**config.mk**
```make
export PLATFORM = sky130hd
export DESIGN_NAME = mdu_iter
export DESIGN_NICKNAME = d
export VERILOG_FILES = /design/src/rtl/mdu_pkg.sv /design/src/rtl/mdu_sign_fix.sv /design/src/rtl/mdu_iter.sv
export SDC_FILE = /design/constraint.sdc
export NUM_CORES = 1
export LEC_CHECK = 0
export CAP_MARGIN = 5
export CORE_MARGIN = 3
export CORE_UTILIZATION = 30
export DETAILED_ROUTE_END_ITERATION = 6
export GPL_TIMING_DRIVEN = 1
export PLACE_DENSITY_LB_ADDON = 0.05
export SLEW_MARGIN = 40
export SYNTH_ARGS = -nofsm -noshare
export SYNTH_HDL_FRONTEND = slang
export SYNTH_HIERARCHICAL = 1
export SYNTH_SLANG_ARGS = --single-unit
```
**constraint.sdc**
```tcl
create_clock -name clk -period 4.8 [get_ports clk]
set_input_delay 0.72 -clock clk [delete_from_list [all_inputs] [get_ports clk]]
set_output_delay 0.72 -clock clk [all_outputs]
set_load 0.02 [all_outputs]
```
**src/rtl/mdu_pkg.sv**
```systemverilog
// Shared definitions for the iterative multiply/divide unit: operation codes
// (aligned with ALU_Control), FSM state encoding and op-decode helpers.
package mdu_pkg;

    localparam logic [3:0] MDU_MUL  = 4'b0011;
    localparam logic [3:0] MDU_MULU = 4'b0100;
    localparam logic [3:0] MDU_DIV  = 4'b0101;
    localparam logic [3:0] MDU_DIVU = 4'b0110;

    typedef enum logic [1:0] {
        ST_IDLE = 2'd0,
        ST_CALC = 2'd1,
        ST_FIX  = 2'd2,
        ST_DONE = 2'd3
    } mdu_state_e;

    function automatic logic is_mdu_op(input logic [3:0] op);
        return (op == MDU_MUL) || (op == MDU_MULU) || (op == MDU_DIV) || (op == MDU_DIVU);
    endfunction

    function automatic logic is_div_op(input logic [3:0] op);
        return (op == MDU_DIV) || (op == MDU_DIVU);
    endfunction

    function automatic logic is_signed_op(input logic [3:0] op);
        return (op == MDU_MUL) || (op == MDU_DIV);
    endfunction

endpackage

```
**src/rtl/mdu_sign_fix.sv**
```systemverilog
// Two's-complement conditional negate: yields |x| at operand capture and
// re-applies the result sign at the end of an operation.
module mdu_sign_fix #(
    parameter int DATA_W = 32
) (
    input  logic [DATA_W-1:0] val_i,
    input  logic              neg_i,
    output logic [DATA_W-1:0] res_o
);

    assign res_o = neg_i ? (~val_i + DATA_W'(1)) : val_i;

endmodule

```
**src/rtl/mdu_iter.sv**
```systemverilog
// Iterative radix-2 multiply/divide unit with HI/LO and start/busy/done handshake.
// Optional MTHI/MTLO write port enabled by defining MDU_HILO_WRITE_EN.
module mdu_iter
    import mdu_pkg::*;
#(
    parameter int WIDTH = 32,
    parameter int CNT_W = $clog2(WIDTH)
) (
    input  logic             clk,
    input  logic             reset_n,
    input  logic             start,
    input  logic [3:0]       op,
    input  logic [WIDTH-1:0] a,
    input  logic [WIDTH-1:0] b,
`ifdef MDU_HILO_WRITE_EN
    input  logic [1:0]       hilo_we,
    input  logic [WIDTH-1:0] hilo_wdata,
`endif
    output logic             busy,
    output logic             done,
    output logic [WIDTH-1:0] hi,
    output logic [WIDTH-1:0] lo,
    output logic             div_zero
);

    mdu_state_e         state_q;
    logic [3:0]         op_q;
    logic               sa_q;
    logic               sb_q;
    logic               dz_q;
    logic [CNT_W-1:0]   cnt_q;
    logic [WIDTH-1:0]   mcand_q;
    logic [2*WIDTH-1:0] acc_q;
    logic [WIDTH:0]     rem_q;
    logic               busy_q;
    logic               done_q;
    logic               div_zero_q;
    logic [WIDTH-1:0]   hi_q;
    logic [WIDTH-1:0]   lo_q;

    logic               a_neg;
    logic               b_neg;
    logic [WIDTH-1:0]   a_mag;
    logic [WIDTH-1:0]   b_mag;

    assign a_neg = is_signed_op(op) & a[WIDTH-1];
    assign b_neg = is_signed_op(op) & b[WIDTH-1];

    mdu_sign_fix #(.DATA_W(WIDTH)) u_a_mag (
        .val_i (a),
        .neg_i (a_neg),
        .res_o (a_mag)
    );

    mdu_sign_fix #(.DATA_W(WIDTH)) u_b_mag (
        .val_i (b),
        .neg_i (b_neg),
        .res_o (b_mag)
    );

    // acc_q low half holds the multiplier (mul) or the shifting dividend/quotient (div).
    logic [WIDTH:0]     mul_sum;
    logic [2*WIDTH-1:0] mul_acc_d;
    logic [WIDTH:0]     rem_sh;
    logic [WIDTH+1:0]   div_diff;
    logic [WIDTH:0]     div_rem_d;
    logic [2*WIDTH-1:0] div_acc_d;

    always_comb begin
        mul_sum   = {1'b0, acc_q[2*WIDTH-1:WIDTH]} + (acc_q[0] ? {1'b0, mcand_q} : {(WIDTH+1){1'b0}});
        mul_acc_d = {mul_sum, acc_q[WIDTH-1:1]};
        rem_sh    = {rem_q[WIDTH-1:0], acc_q[WIDTH-1]};
        div_diff  = {1'b0, rem_sh} - {2'b00, mcand_q};
        div_rem_d = div_diff[WIDTH+1] ? rem_sh : div_diff[WIDTH:0];
        div_acc_d = {acc_q[2*WIDTH-1:WIDTH], acc_q[WIDTH-2:0], ~div_diff[WIDTH+1]};
    end

    logic               q_neg;
    logic [2*WIDTH-1:0] prod_fix;
    logic [WIDTH-1:0]   quo_fix;
    logic [WIDTH-1:0]   rem_fix;

    assign q_neg = sa_q ^ sb_q;

    mdu_sign_fix #(.DATA_W(2*WIDTH)) u_prod_fix (
        .val_i (acc_q),
        .neg_i (q_neg),
        .res_o (prod_fix)
    );

    mdu_sign_fix #(.DATA_W(WIDTH)) u_quo_fix (
        .val_i (acc_q[WIDTH-1:0]),
        .neg_i (q_neg),
        .res_o (quo_fix)
    );

    // Remainder follows the dividend sign, which also rebuilds the raw dividend on divide-by-zero.
    mdu_sign_fix #(.DATA_W(WIDTH)) u_rem_fix (
        .val_i (rem_q[WIDTH-1:0]),
        .neg_i (sa_q),
        .res_o (rem_fix)
    );

    always_ff @(posedge clk) begin
        if (!reset_n) begin
            state_q    <= ST_IDLE;
            op_q       <= '0;
            sa_q       <= 1'b0;
            sb_q       <= 1'b0;
            dz_q       <= 1'b0;
            cnt_q      <= '0;
            mcand_q    <= '0;
            acc_q      <= '0;
            rem_q      <= '0;
            busy_q     <= 1'b0;
            done_q     <= 1'b0;
            div_zero_q <= 1'b0;
            hi_q       <= '0;
            lo_q       <= '0;
        end else begin
            done_q <= 1'b0;
            case (state_q)
                ST_IDLE: begin
                    if (start && is_mdu_op(op)) begin
                        state_q    <= ST_CALC;
                        busy_q     <= 1'b1;
                        op_q       <= op;
                        sa_q       <= a_neg;
                        sb_q       <= b_neg;
                        dz_q       <= is_div_op(op) && (b == '0);
                        div_zero_q <= 1'b0;
                        cnt_q      <= CNT_W'(WIDTH - 1);
                        mcand_q    <= b_mag;
                        acc_q      <= {{WIDTH{1'b0}}, a_mag};
                        rem_q      <= '0;
                    end
`ifdef MDU_HILO_WRITE_EN
                    if (hilo_we[1]) begin
                        hi_q <= hilo_wdata;
                    end
                    if (hilo_we[0]) begin
                        lo_q <= hilo_wdata;
                    end
`endif
                end
                ST_CALC: begin
                    if (is_div_op(op_q)) begin
                        acc_q <= div_acc_d;
                        rem_q <= div_rem_d;
                    end else begin
                        acc_q <= mul_acc_d;
                    end
                    if (cnt_q == '0) begin
                        state_q <= ST_FIX;
                    end else begin
                        cnt_q <= cnt_q - CNT_W'(1);
                    end
                end
                ST_FIX: begin
                    if (is_div_op(op_q)) begin
                        lo_q       <= dz_q ? {WIDTH{1'b1}} : quo_fix;
                        hi_q       <= rem_fix;
                        div_zero_q <= dz_q;
                    end else begin
                        hi_q <= prod_fix[2*WIDTH-1:WIDTH];
                        lo_q <= prod_fix[WIDTH-1:0];
                    end
                    done_q  <= 1'b1;
                    state_q <= ST_DONE;
                end
                ST_DONE: begin
                    busy_q  <= 1'b0;
                    state_q <= ST_IDLE;
                end
                default: begin
                    busy_q  <= 1'b0;
                    state_q <= ST_IDLE;
                end
            endcase
        end
    end

    assign busy     = busy_q;
    assign done     = done_q;
    assign hi       = hi_q;
    assign lo       = lo_q;
    assign div_zero = div_zero_q;

endmodule

```
* Word level (Yosys, flattened, before mapping) *
Cells that the tools add are included.

storage, ports and cells
  flip-flop bits (word level) = 209
  output and inout bits = 67

cells by class
  $add $sub $neg = 8
  eq/ne operators = 15
  muxes and demuxes = 28
  bitwise operators = 9
  reduce and logical (&&, ||, !) cells = 22

operators by type and width
  kind                                                                    count
  32-bit two-way mux                                                      11
  64-bit two-way mux                                                      3
  32-bit by 1-bit adder with 32-bit output (second input constant)        4
  32-bit inverter                                                         4
  64-bit one-hot mux with 2 select lines                                  1
  64-bit by 1-bit adder with 64-bit output (second input constant)        1
  64-bit inverter                                                         1
  32-bit one-hot mux with 2 select lines                                  1
  33-bit by 32-bit subtractor with 34-bit output                          1
  32-bit by 32-bit adder with 33-bit output                               1
  32-bit zero test                                                        1
  4-bit by 3-bit equality test with 1-bit output (second input constant)  5
  2-bit inequality test (second input constant)                           6
  3-bit AND reduction                                                     4
  5-bit two-way mux                                                       2
  5-bit one-hot mux with 2 select lines                                   1
  2-bit one-hot mux with 4 select lines                                   1
  2-bit AND reduction                                                     4
  1-bit logical OR                                                        6
  2-bit nonzero test                                                      3
  5-bit zero test                                                         1
  5-bit by 1-bit subtractor with 5-bit output (second input constant)     1
  2-bit equality test (second input constant)                             2
  4-bit by 2-bit equality test with 1-bit output (second input constant)  1
  other kinds (9)                                                         16

* Depth between registers and ports, before layout *
  word-level depth = 7
  gate-level depth with buffers = 14
  mapped depth without buffers = 14

* Cells and area by module *
The synthesis kept the hierarchy.

by module, submodules not included
  module                       times used  cells each  area each (µm²)
  mdu_iter                     1           1570        12296.8
  mdu_sign_fix at u_a_mag ...  4           99          777.0
  mdu_sign_fix at u_prod_fix   1           206         1649.1

* Worst setup path after synthesis *
Ideal clock, no wire load.

  path type = register to register
  start = register acc_q[0]
  end = register acc_q[62]
  data arrival time = 3.363 ns
  setup slack = 1.308 ns
  cell stages (with the launch flop) = 13
  buffers on the path = 1
  path through = dfxtp_1 > clkbuf_1 > and2_1 > ha_1 > a2111o_1 > o21a_1 > a31oi_1 > a2111oi_0 > o41ai_1 > o21ai_0 > a21oi_1 > xor2_1 > o21ai_0

between the ends
  cells in the longest elaborated chain, start to end = 4

ends and longest elaborated chain
  item                                       RTL line         RTL
  from (decl)                                mdu_iter.sv:33   logic [2*WIDTH-1:0] acc_q;
  from (signal assigned)                     mdu_iter.sv:134  acc_q <= {{WIDTH{1'b0}}, a_mag};
  from (signal assigned)                     mdu_iter.sv:148  acc_q <= div_acc_d;
  from (signal assigned)                     mdu_iter.sv:151  acc_q <= mul_acc_d;
  32-bit two-way mux                         mdu_iter.sv:70   mul_sum = {1'b0, acc_q[2*WIDTH-1:WIDTH]} + (acc_q[0] ? {1'b0, mcand_q} : {(WIDTH+1){1'b0}});
  32-bit by 32-bit adder with 33-bit output  mdu_iter.sv:70
  64-bit two-way mux                         mdu_iter.sv:147  if (is_div_op(op_q)) begin
  64-bit one-hot mux with 2 select lines     mdu_iter.sv:122  case (state_q)

No other way between the ends. The select of a mux whose other input is x is not followed.
A chain may end at the register's enable or synchronous reset.

* Worst setup path in the final report *
  start = register acc_q[0]
  end = register acc_q[61]

The elaborated chain is that of the path after synthesis.

==> reports/qor.yml <==
cp_slowest_cell: "dfxtp_1"
min_period_ns: 3.875
status: "finished clean"
drtIter0Drc: 1041
min_from: "hi[4]$_SDFFE_PN0P_"
final_nets: 2396
ctsLongestPathBuffers: 3
clk_pin_slew_ns: 0.06
grt_pass1_vias: 15590
busiest_layer: "met2"
met2_usage_pct: 31.61
cts_resized: 0
rrSetupSlack_ns: 0.93
worst-setup-path-type: "flop to flop"
cts.sinks: 209
syn_inst: 2172
yosys-top-cells-area: "dfxtp_1 25%, xnor2_1 11%, nand2_1 7.9%"
yosysWarnings: 6
totalWireLength_mm: 60.61
grt_max_degree: 97
hold_viol: 0
dp_hpwl_mm: 45.63
holdWs_ns: 0.4732
io_buffers: 137
start_util_pct: 30.66
report.final.slew_viol_count: 0
startpoint_type: "flop"
skew_ns: 0.01500
max_cap_violations: 0
tightestPinTransition_ns: 0.8529
synthFlopType: "dfxtp_1"
multiInputGateArea_sq_mm: 0.01221
rsz0062_at_grt: "no"
grt_overflow: 0
postCtsHoldBufs: 0
grt_util_met1_pct: 28.42
hp-class: "flop to flop"
synth_seq_area_share_pct: 24.53
area.growth.synth_to_final_pct: 18.78
fp-row-count: 86
fillers: 5896
period_share_pct: 80.73
die_h_um: 244.4
leakagePower_nw: 7.518
cts_tree: "yes"
cts-root-buf: "clkbuf_16"
critPathLaunch: "acc_q[0]$_SDFFE_PN0P_"
fmax_mhz: 258.1
crit_buf_inv: 0
synthArstFlopShare_pct: 0
core_sq_mm: 0.05563
drt_first_pass_iters: 5
worstPathArrival_ns: 4.32
synth_edf_count: 0
synth.distinct_cells: 83
cp_max_fo: 20
synth_top_area_cell: "dfxtp_1"
avgSynthCellArea_sq_um: 7.852
met3_usage_pct: 2.654
die_area_sq_mm: 0.05974
critPathMaxStageDelay_ns: 0.77
synth_top_area_share_pct: 24.53
post_cts_buffers: 0
critPathTopFamily: "compound AO/OA/AOI/OAI gates"
switchingPower_mw: 3.600
antenna_found_initial: 1
gp_congestion: 0.8692
power.internal_mw: 4.898
r2r-start: "acc_q[0]$_SDFFE_PN0P_"
syn-num-nets: 2321
ir_drop_v: 0.0002716
clk_latency_ns: 0.58
crit_required_ns: 5.25
die_x_um: 244.4
swShare_pct: 42.36
seqPwrFrac_pct: 27.3
h-tree-depth: 1
vias: 16130
synth.cell_area_sq_mm: 0.01705
ys_ff_latch: 209
drive_above_1_share_pct: 8.146
combinationalPowerShare_pct: 44.5
grt_usage_pct: 19.87
powerDensity_mw_per_mm2: 419.5
ant_nets: 0
numCtsBuffers: 30
timing.max_slew.rel_slack_pct: 42.70
viasPerCell: 5.339
regArea_sq_mm: 0.004185
setup_viol: 0
drc_errors: 0
wl_per_cell_um: 20.07
clkPwrFrac_pct: 28.3
crit_path_cell_trace: "and2_1 -> ha_1 -> fa_1 -> a21oi_1 -> o21bai_1 -> a31o_2 -> a31oi_1 -> o31ai_2 -> a211o_1 -> o221ai_1 -> o41ai_1 -> xnor2_1 -> o21ai_1"
end_kind: "flop"
grt_first_pass_wirelength_mm: 94.67
ios: 138
finalSetupTns_ns: 0
power groups by stage:
stage	combinational, mW	sequential, mW	clock [mW]
2_1_floorplan	2.32	2.44	0
3_5_place_dp	3.78	2.36	0
4_1_cts	3.80	2.32	2.48
6_report	3.78	2.32	2.40
5_1_grt	4.12	2.37	2.55
3_3_place_gp	3.73	2.35	0
per-layer routing:
layer | vias to the layer above | wire length [um]
met5 | - | 0
met4 | 0 | 1345
met3 | 72 | 3063
met2 | 364 | 26520
met1 | 7718 | 29680
li1 | 7971 | -
layout by cell type (no fill, tap or decap), drive strengths merged, types with 36 or more instances in the layout:
cell type,count
nand2,360
xnor2,212
dfxtp,209
o21ai,168
clkdlybuf4s50,136
nor2,110
nand3,87
ha,76
a21boi,74
a21oi,66
inv,60
o31ai,60
o41ai,52
and2,38
clkbuf,38
a211oi,37
nor4,36
final timing paths:
check | to | cells past startpoint
setup / recovery | acc_q[61]$_SDFFE_PN0P_ | 13
setup reg to reg | acc_q[61]$_SDFFE_PN0P_ | 13
hold reg to reg | hi[4]$_SDFFE_PN0P_ | 1
hold / removal | hi[4]$_SDFFE_PN0P_ | 1
Yosys cell counts (8+ instances only):
library cell	count
a211oi_1	37
a21boi_0	73
a21o_1	29
a21oi_1	66
a22oi_1	14
a32oi_1	11
and2_1	38
buf_1	10
clkbuf_1	105
dfxtp_1	209
ha_1	76
inv_1	60
mux2i_1	23
nand2_1	360
nand2b_1	22
nand3_1	83
nand4_1	22
nor2_1	109
nor2b_1	27
nor3_1	18
nor4_1	18
nor4_4	17
o211a_1	33
o211ai_1	28
o21a_1	14
o21ai_0	142
o21ai_1	26
o31ai_1	53
o41ai_1	30
o41ai_2	20
or2_2	12
or2b_1	8
or3_1	15
or4_1	9
xnor2_1	212
xor2_1	33
kinds of logic after synthesis:
logic type               count (synthesis)  share of synthesized area (%)
XOR/XNOR                               245                          12.58
adder cells (fa/ha/maj)                 78                          5.811
AND/OR/NAND/NOR                        808                          24.82
multiplexers                            26                          1.548
AO/OA/AOI/OAI                          622                          26.41
flip-flops                             209                          24.53
buffers and inverters                  184                          4.299
sequential cells by signal, summed over array words and instances, names as in the netlist:
name and count:
lo 32, done 1, busy 1, state_q 2
acc_q 64, dz_q 1, sa_q 1, rem_q 32
mcand_q 32, op_q 4, sb_q 1, hi 32
cnt_q 5, div_zero 1
cell type report:
class / count / area share [%]
tap: 748 / 4.620
inverter: 60 / 1.112
clock inverter: 18 / 1.087
timing repair buffer: 167 / 8.085
multi-input combinational: 1779 / 60.27
sequential: 209 / 20.66
clock buffer: 38 / 4.157
antenna: 1 / 0.01235
stage by stage:
step | setup WS, ns | cell area, sq um | power, mW | std cells | utilization, %
floorplan | 1.308 | 17050 | 4.765 | 2172 | -
global placement | 0.9150 | 19120 | 6.085 | 2960 | 34.38
detailed placement | 0.8651 | 19180 | 6.144 | 2963 | 34.49
CTS | 0.9037 | 20250 | 8.603 | 3019 | 36.40
global route | 0.5352 | 20250 | 9.035 | 3019 | 36.41
finish | 0.9250 | 20260 | 8.498 | 3020 | 36.41
Power figures use the tool's default switching activity.
